==> config.mk <==
export PLATFORM = sky130hd
export DESIGN_NAME = bt_drive_sequencer
export DESIGN_NICKNAME = d
export VERILOG_FILES = /design/src/rtl/bt_drive_sequencer.sv
export SDC_FILE = /design/constraint.sdc
export NUM_CORES = 1
export LEC_CHECK = 0
export ABC_AREA = 0
export CORE_ASPECT_RATIO = 0.7
export CORE_UTILIZATION = 64
export CTS_CLUSTER_DIAMETER = 200
export DETAILED_ROUTE_END_ITERATION = 10
export PLACE_DENSITY_LB_ADDON = 0.2
export SLEW_MARGIN = 30
export SYNTH_ARGS = -nofsm -noshare
export SYNTH_HDL_FRONTEND = slang
export SYNTH_SLANG_ARGS = --single-unit
==> constraint.sdc <==
create_clock -name clk -period 5.8 [get_ports clk]
set_input_delay 0.87 -clock clk [delete_from_list [all_inputs] [get_ports clk]]
set_output_delay 0.87 -clock clk [all_outputs]
set_load 0.02 [all_outputs]
==> src/rtl/bt_drive_sequencer.sv <==
// bt_drive_sequencer
//   Command controller between the Bluetooth UART receiver and the car
//   actuators. It validates and latches command bytes, moves between forward
//   and reverse only through a neutral settle interval, rate-limits laser
//   shots, and forces a safe stop on link loss or command timeout.
//
// Ports
//   clk        system clock
//   rst        synchronous, active-high reset
//   rx_byte    received command byte: [1:0] dir, [3:2] thr, [4] shoot, [7:5] 000
//   rx_valid   1-cycle strobe qualifying rx_byte
//   link_up    BT module STATUS pin (1 = paired)
//   throttle   00 stop, 01 forward, 10 reverse
//   direction  00 centre, 01 left, 10 right
//   fire_req   laser enable pulse
//   failsafe   1 while the drive FSM is in FAILSAFE
//   cmd_led    last accepted byte
//   err_cnt    rejected-byte count, saturating at 255
module bt_drive_sequencer #(
  parameter int unsigned TIMEOUT_CYC  = 50_000_000,
  parameter int unsigned SETTLE_CYC   = 10_000_000,
  parameter int unsigned FIRE_CYC     = 5_000_000,
  parameter int unsigned COOLDOWN_CYC = 25_000_000
) (
  input  logic       clk,
  input  logic       rst,
  input  logic [7:0] rx_byte,
  input  logic       rx_valid,
  input  logic       link_up,
  output logic [1:0] throttle,
  output logic [1:0] direction,
  output logic       fire_req,
  output logic       failsafe,
  output logic [7:0] cmd_led,
  output logic [7:0] err_cnt
);

  localparam int unsigned LAS_MAX = (FIRE_CYC > COOLDOWN_CYC) ? FIRE_CYC : COOLDOWN_CYC;
  localparam int unsigned WD_W    = $clog2(TIMEOUT_CYC + 1);
  localparam int unsigned ST_W    = $clog2(SETTLE_CYC + 1);
  localparam int unsigned LC_W    = $clog2(LAS_MAX + 1);

  localparam logic [WD_W-1:0] WD_LAST   = WD_W'(TIMEOUT_CYC - 1);
  localparam logic [ST_W-1:0] ST_LAST   = ST_W'(SETTLE_CYC - 1);
  localparam logic [LC_W-1:0] FIRE_LAST = LC_W'(FIRE_CYC - 1);
  localparam logic [LC_W-1:0] COOL_LAST = LC_W'(COOLDOWN_CYC - 1);

  typedef enum logic [1:0] {D_FAILSAFE, D_STOP, D_DRIVE, D_SETTLE} drv_e;
  typedef enum logic [1:0] {L_IDLE, L_FIRE, L_COOL} las_e;

  drv_e            drv_q, drv_d;
  las_e            las_q, las_d;
  logic [WD_W-1:0] wd_q, wd_d;
  logic [ST_W-1:0] st_q, st_d;
  logic [LC_W-1:0] lc_q, lc_d;
  logic [1:0]      tgt_q, tgt_d;
  logic            prev_q, prev_d;
  logic [1:0]      thr_q, thr_d;
  logic [1:0]      dir_q, dir_d;
  logic            fire_q, fire_d;
  logic            fs_q, fs_d;
  logic [7:0]      led_q, led_d;
  logic [7:0]      err_q, err_d;

  logic       acc, rej, expire, force_fs, shot, b_shoot;
  logic [1:0] b_dir, b_thr;

  assign acc      = rx_valid & link_up & (rx_byte[7:5] == 3'b000);
  assign rej      = rx_valid & link_up & (rx_byte[7:5] != 3'b000);
  assign b_dir    = (rx_byte[1:0] == 2'b11) ? 2'b00 : rx_byte[1:0];
  assign b_thr    = (rx_byte[3:2] == 2'b11) ? 2'b00 : rx_byte[3:2];
  assign b_shoot  = rx_byte[4];
  // An accept on the expiry cycle clears the watchdog and so wins.
  assign expire   = ~acc & (wd_q == WD_LAST);
  assign force_fs = ~link_up | expire;
  // Rising edge of the shoot bit across accepted bytes, only while armed.
  assign shot     = acc & b_shoot & ~prev_q & (drv_q != D_FAILSAFE);

  always_ff @(posedge clk) begin
    if (rst) begin
      drv_q  <= D_FAILSAFE;
      las_q  <= L_IDLE;
      wd_q   <= '0;
      st_q   <= '0;
      lc_q   <= '0;
      tgt_q  <= '0;
      prev_q <= 1'b0;
      thr_q  <= '0;
      dir_q  <= '0;
      fire_q <= 1'b0;
      fs_q   <= 1'b1;
      led_q  <= '0;
      err_q  <= '0;
    end else begin
      drv_q  <= drv_d;
      las_q  <= las_d;
      wd_q   <= wd_d;
      st_q   <= st_d;
      lc_q   <= lc_d;
      tgt_q  <= tgt_d;
      prev_q <= prev_d;
      thr_q  <= thr_d;
      dir_q  <= dir_d;
      fire_q <= fire_d;
      fs_q   <= fs_d;
      led_q  <= led_d;
      err_q  <= err_d;
    end
  end

  // Next-state logic. tgt holds the running throttle in DRIVE and the
  // pending throttle in SETTLE, so SETTLE exits straight into DRIVE with it.
  always_comb begin
    drv_d  = drv_q;
    las_d  = las_q;
    st_d   = st_q;
    lc_d   = lc_q;
    tgt_d  = tgt_q;
    wd_d   = acc ? '0 : ((wd_q == WD_LAST) ? wd_q : wd_q + 1'b1);
    err_d  = (rej && (err_q != 8'hFF)) ? err_q + 1'b1 : err_q;
    led_d  = acc ? rx_byte : led_q;
    prev_d = (force_fs || (drv_q == D_FAILSAFE)) ? 1'b0 : (acc ? b_shoot : prev_q);

    if (force_fs) begin
      drv_d = D_FAILSAFE;
      las_d = L_IDLE;
      lc_d  = '0;
    end else begin
      unique case (drv_q)
        D_FAILSAFE: if (acc && (b_thr == 2'b00)) drv_d = D_STOP;
        D_STOP: if (acc && (b_thr != 2'b00)) begin
          drv_d = D_DRIVE;
          tgt_d = b_thr;
        end
        D_DRIVE: if (acc) begin
          if (b_thr == 2'b00) begin
            drv_d = D_STOP;
          end else if (b_thr != tgt_q) begin
            drv_d = D_SETTLE;
            tgt_d = b_thr;
            st_d  = '0;
          end
        end
        D_SETTLE: begin
          if (acc && (b_thr == 2'b00)) begin
            drv_d = D_STOP;
          end else begin
            if (acc) tgt_d = b_thr;
            if (st_q == ST_LAST) drv_d = D_DRIVE;
            else                 st_d  = st_q + 1'b1;
          end
        end
        default: drv_d = D_FAILSAFE;
      endcase

      unique case (las_q)
        L_IDLE: if (shot) begin
          las_d = L_FIRE;
          lc_d  = '0;
        end
        L_FIRE: begin
          if (lc_q == FIRE_LAST) begin
            las_d = L_COOL;
            lc_d  = '0;
          end else begin
            lc_d = lc_q + 1'b1;
          end
        end
        L_COOL: begin
          if (lc_q == COOL_LAST) las_d = L_IDLE;
          else                   lc_d  = lc_q + 1'b1;
        end
        default: las_d = L_IDLE;
      endcase
    end
  end

  // Output logic: next values of the registered outputs.
  always_comb begin
    thr_d  = (drv_d == D_DRIVE) ? tgt_d : 2'b00;
    dir_d  = (drv_d == D_FAILSAFE) ? 2'b00 : (acc ? b_dir : dir_q);
    fire_d = (las_d == L_FIRE);
    fs_d   = (drv_d == D_FAILSAFE);
  end

  assign throttle  = thr_q;
  assign direction = dir_q;
  assign fire_req  = fire_q;
  assign failsafe  = fs_q;
  assign cmd_led   = led_q;
  assign err_cnt   = err_q;

endmodule

==> run metrics <==
Post-CTS Hold Buffers=0; Critical Path RT=just over 6 ns; YS warnings=0; Hold Startpoint=cmd_led[4]$_SDFFE_PP0P_; die area=around 9000 um2; Logic pwr share=0.036; die width=roughly 110 um; leakage dissipation=about 1.9 nW; Setup Viol. Count Final=0; Synth Area in Compound Gates=0.174; Worst Clk Skew=0.00941 ns; drt initial violations=between 500 and 600; Max FO, Critical Path=23; WL/cell=18.3 um; share of cells above drive strength 1=0.0552; MaxCap Viol Count=0; Slew Viols, Final=0; Area growth syn-to-layout=12.3%; vias per inst=6.91; top-count cell post-synth=dfxtp_1; first-pass GRT wire length=about 24000 um; unrepaired setup endpoints after global routing=false; synthesis-stage register bit count=between 100 and 150; total grt overflow=0; Setup CP Type=in2reg; Slew @ Worst Pin=between 1 and 1.5 ns; drt total wl=14500 um; post-route ant nets=0; run status=complete, no violations; PwrDens=229 nW/um2; Hold WC Path Type=reg2reg; initial antenna violation count=0; post-synthesis simple-gate area fraction=0.326; largest net degree at the start of global routing=33; drt drc=0; placed insts=slightly below 800; vias in the first global route=~4900; row count=27; final hold violation count=0; clk_lat worst skew=~0.35 ns; boundary pin count=34; cts bufs inserted=9; Detailed Place HPWL=a little under 10000 um; synth cell count leaders=dfxtp_1 (104), nand2_1 (71), nor2_1 (65), a21oi_1 (50), nand3_1 (35); sw power=approximately 0.3 mW; routed vias=around 5500; cell area after synthesis=between 5000 and 6000 um2; Critical Path Start=rx_byte[5]; Die Y-Extent=roughly 79 um; Syn Area/Cell=approximately 8 um2; Reg power frac=0.513; part of the cycle the worst path needs=0.590; Post-synth EDFFs=0; Max Fclk=approximately 290 MHz; switch share=0.212; Primary FF master, synth=dfxtp_1; CTS max path bufs=2; Worst R2R Setup Slack=slightly above 3 ns; top cells by area, synth=dfxtp_1 (38%), nand2_1 (4.9%), a21oi_1 (4.6%), nor2_1 (4.5%), xor2_1 (3.7%); CTS Root Cell=clkbuf_16; critical path capture point type=register; register area share after synthesis=0.381; 1st-pass router iterations=6; syn_nets=between 600 and 700; FF-to-FF Start=lc_q[0]$_SDFFE_PP0P_; multiplexer share of the synthesized area=0.00733; gp weighted congestion=roughly 0.96; # resized after CTS=0; post-synthesis xor/xnor area fraction=0.0497; # nets final=about 710; Fin Setup TNS=0 ns; P_int=1.11 mW; Yosys top cell area share=0.381; Synth Instances=666; Global Route Usage Sum=0.332; # port buffers=33; H-tree levels=3; Yosys cell types=64; ANT cells=0; WP data arrival=between 3 and 4 ns; combinational family with the most area after synthesis=simple AND/OR/NAND/NOR gates; minimum clock period=3.42 ns; Synth area leader=dfxtp_1; number of setup buffers added after CTS=0; hold_ws=0.470 ns; Initial Util=0.677; Post-Synth Adder-Cell Area=0.0229; TritonCTS clock tree=built; Peak VDD IR=between 0.00015 and 0.0002 V; Clock power frac=0.450; Clock Sinks=~100; Slew HR=0.322; CORE AREA=~8000 um2; CP Launch Type=input port; Final Non-Filler Cells=789; clk slew on worst S/H paths=around 0.070 ns; Synth async-reset ratio=0
through the flow:
step           worst slack [ns]  area [um2]  total power [mW]   util
6_report                   2.38        6140              1.40  0.760
3_3_place_gp               2.26        5800             0.783  0.718
3_5_place_dp               2.05        5810             0.785  0.720
4_1_cts                    2.44        6130              1.41  0.759
2_1_floorplan              3.07        5470             0.764      -
5_1_grt                    2.17        6140              1.44  0.760
final timing paths:
path / to / cells past startpoint
setup / recovery: st_q[17]$_SDFFE_PP0P_ / 7
hold / removal: cmd_led[4]$_SDFFE_PP0P_ / 2
setup reg to reg: lc_q[10]$_SDFFE_PP0P_ / 7
hold reg to reg: cmd_led[4]$_SDFFE_PP0P_ / 2
state kept, by name, summed over array words and instances (netlist names):
name / flops
cmd_led: 8
direction: 2
drv_q: 2
err_cnt: 8
failsafe: 1
fire_req: 1
las_q: 2
lc_q: 25
prev_q: 1
st_q: 24
tgt_q: 2
throttle: 2
wd_q: 26
layout by cell type (no fill, tap or decap), types with 4 or more instances in the layout:
cell,synthesis,layout
nor3b_1,4,4
and4_1,7,7
clkbuf_16,0,9
o21a_1,5,5
nand2_1,71,71
mux2i_1,4,4
ha_1,10,10
inv_1,15,15
nor2_1,65,65
xor2_1,23,23
nand3_1,35,35
o21ai_0,22,22
or3_1,10,10
a211oi_1,4,4
xnor2_1,8,8
a311oi_1,4,4
nand4b_1,7,7
a31oi_1,13,13
o31ai_1,8,8
o41ai_1,7,7
clkdlybuf4s50_1,0,33
a21oi_1,50,50
a2bb2oi_1,8,8
dfxtp_1,104,104
nor3_1,21,21
and3_1,9,9
buf_4,2,4
nor4_1,9,8
or4b_2,4,4
o311ai_0,4,4
nand4_1,28,28
or4_1,21,21
and2_1,8,8
logic make-up (layout without fill, tap and decap cells):
family                   Yosys count  in the layout
AO/OA/AOI/OAI                    146            146
XOR/XNOR                          31             31
adder cells (fa/ha/maj)           10             10
buffers and inverters             46             68
flip-flops                       104            104
multiplexers                       4              4
AND/OR/NAND/NOR                  325            325
worst max-delay path, cell delays in order:
cell and delay (ns):
clkdlybuf4s50_1 0.42, nor3_1 0.33, and3_1 0.52, o21a_1 0.29
nand2_1 0.47, or4_1 0.64, a21oi_1 0.16
power by group through the flow:
stage	sequential, mW	clock (mW)	combinational, mW
after floorplan	0.738	0	0.0263
after global placement	0.736	0	0.0469
after CTS	0.720	0.637	0.0497
after global routing	0.720	0.661	0.0544
after detailed placement	0.736	0	0.0485
final	0.720	0.632	0.0507
final cells by class:
cell class | count | area [um2]
repair buffers | 37 | 360
fillers | 571 | 1940
multi-input cells | 516 | 3190
inverters | 15 | 56.3
flip-flops and latches | 104 | 2080
well taps | 101 | 126
clock inverters | 4 | 51.3
clock buffers | 12 | 267
layer usage:
metal,GRT usage,wire length (um)
met1,0.451,6230
met3,0.0969,1660
met2,0.501,6260
met4,0.120,316
met5,0,0
No activity file was read; power rests on OpenSTA's default activity.
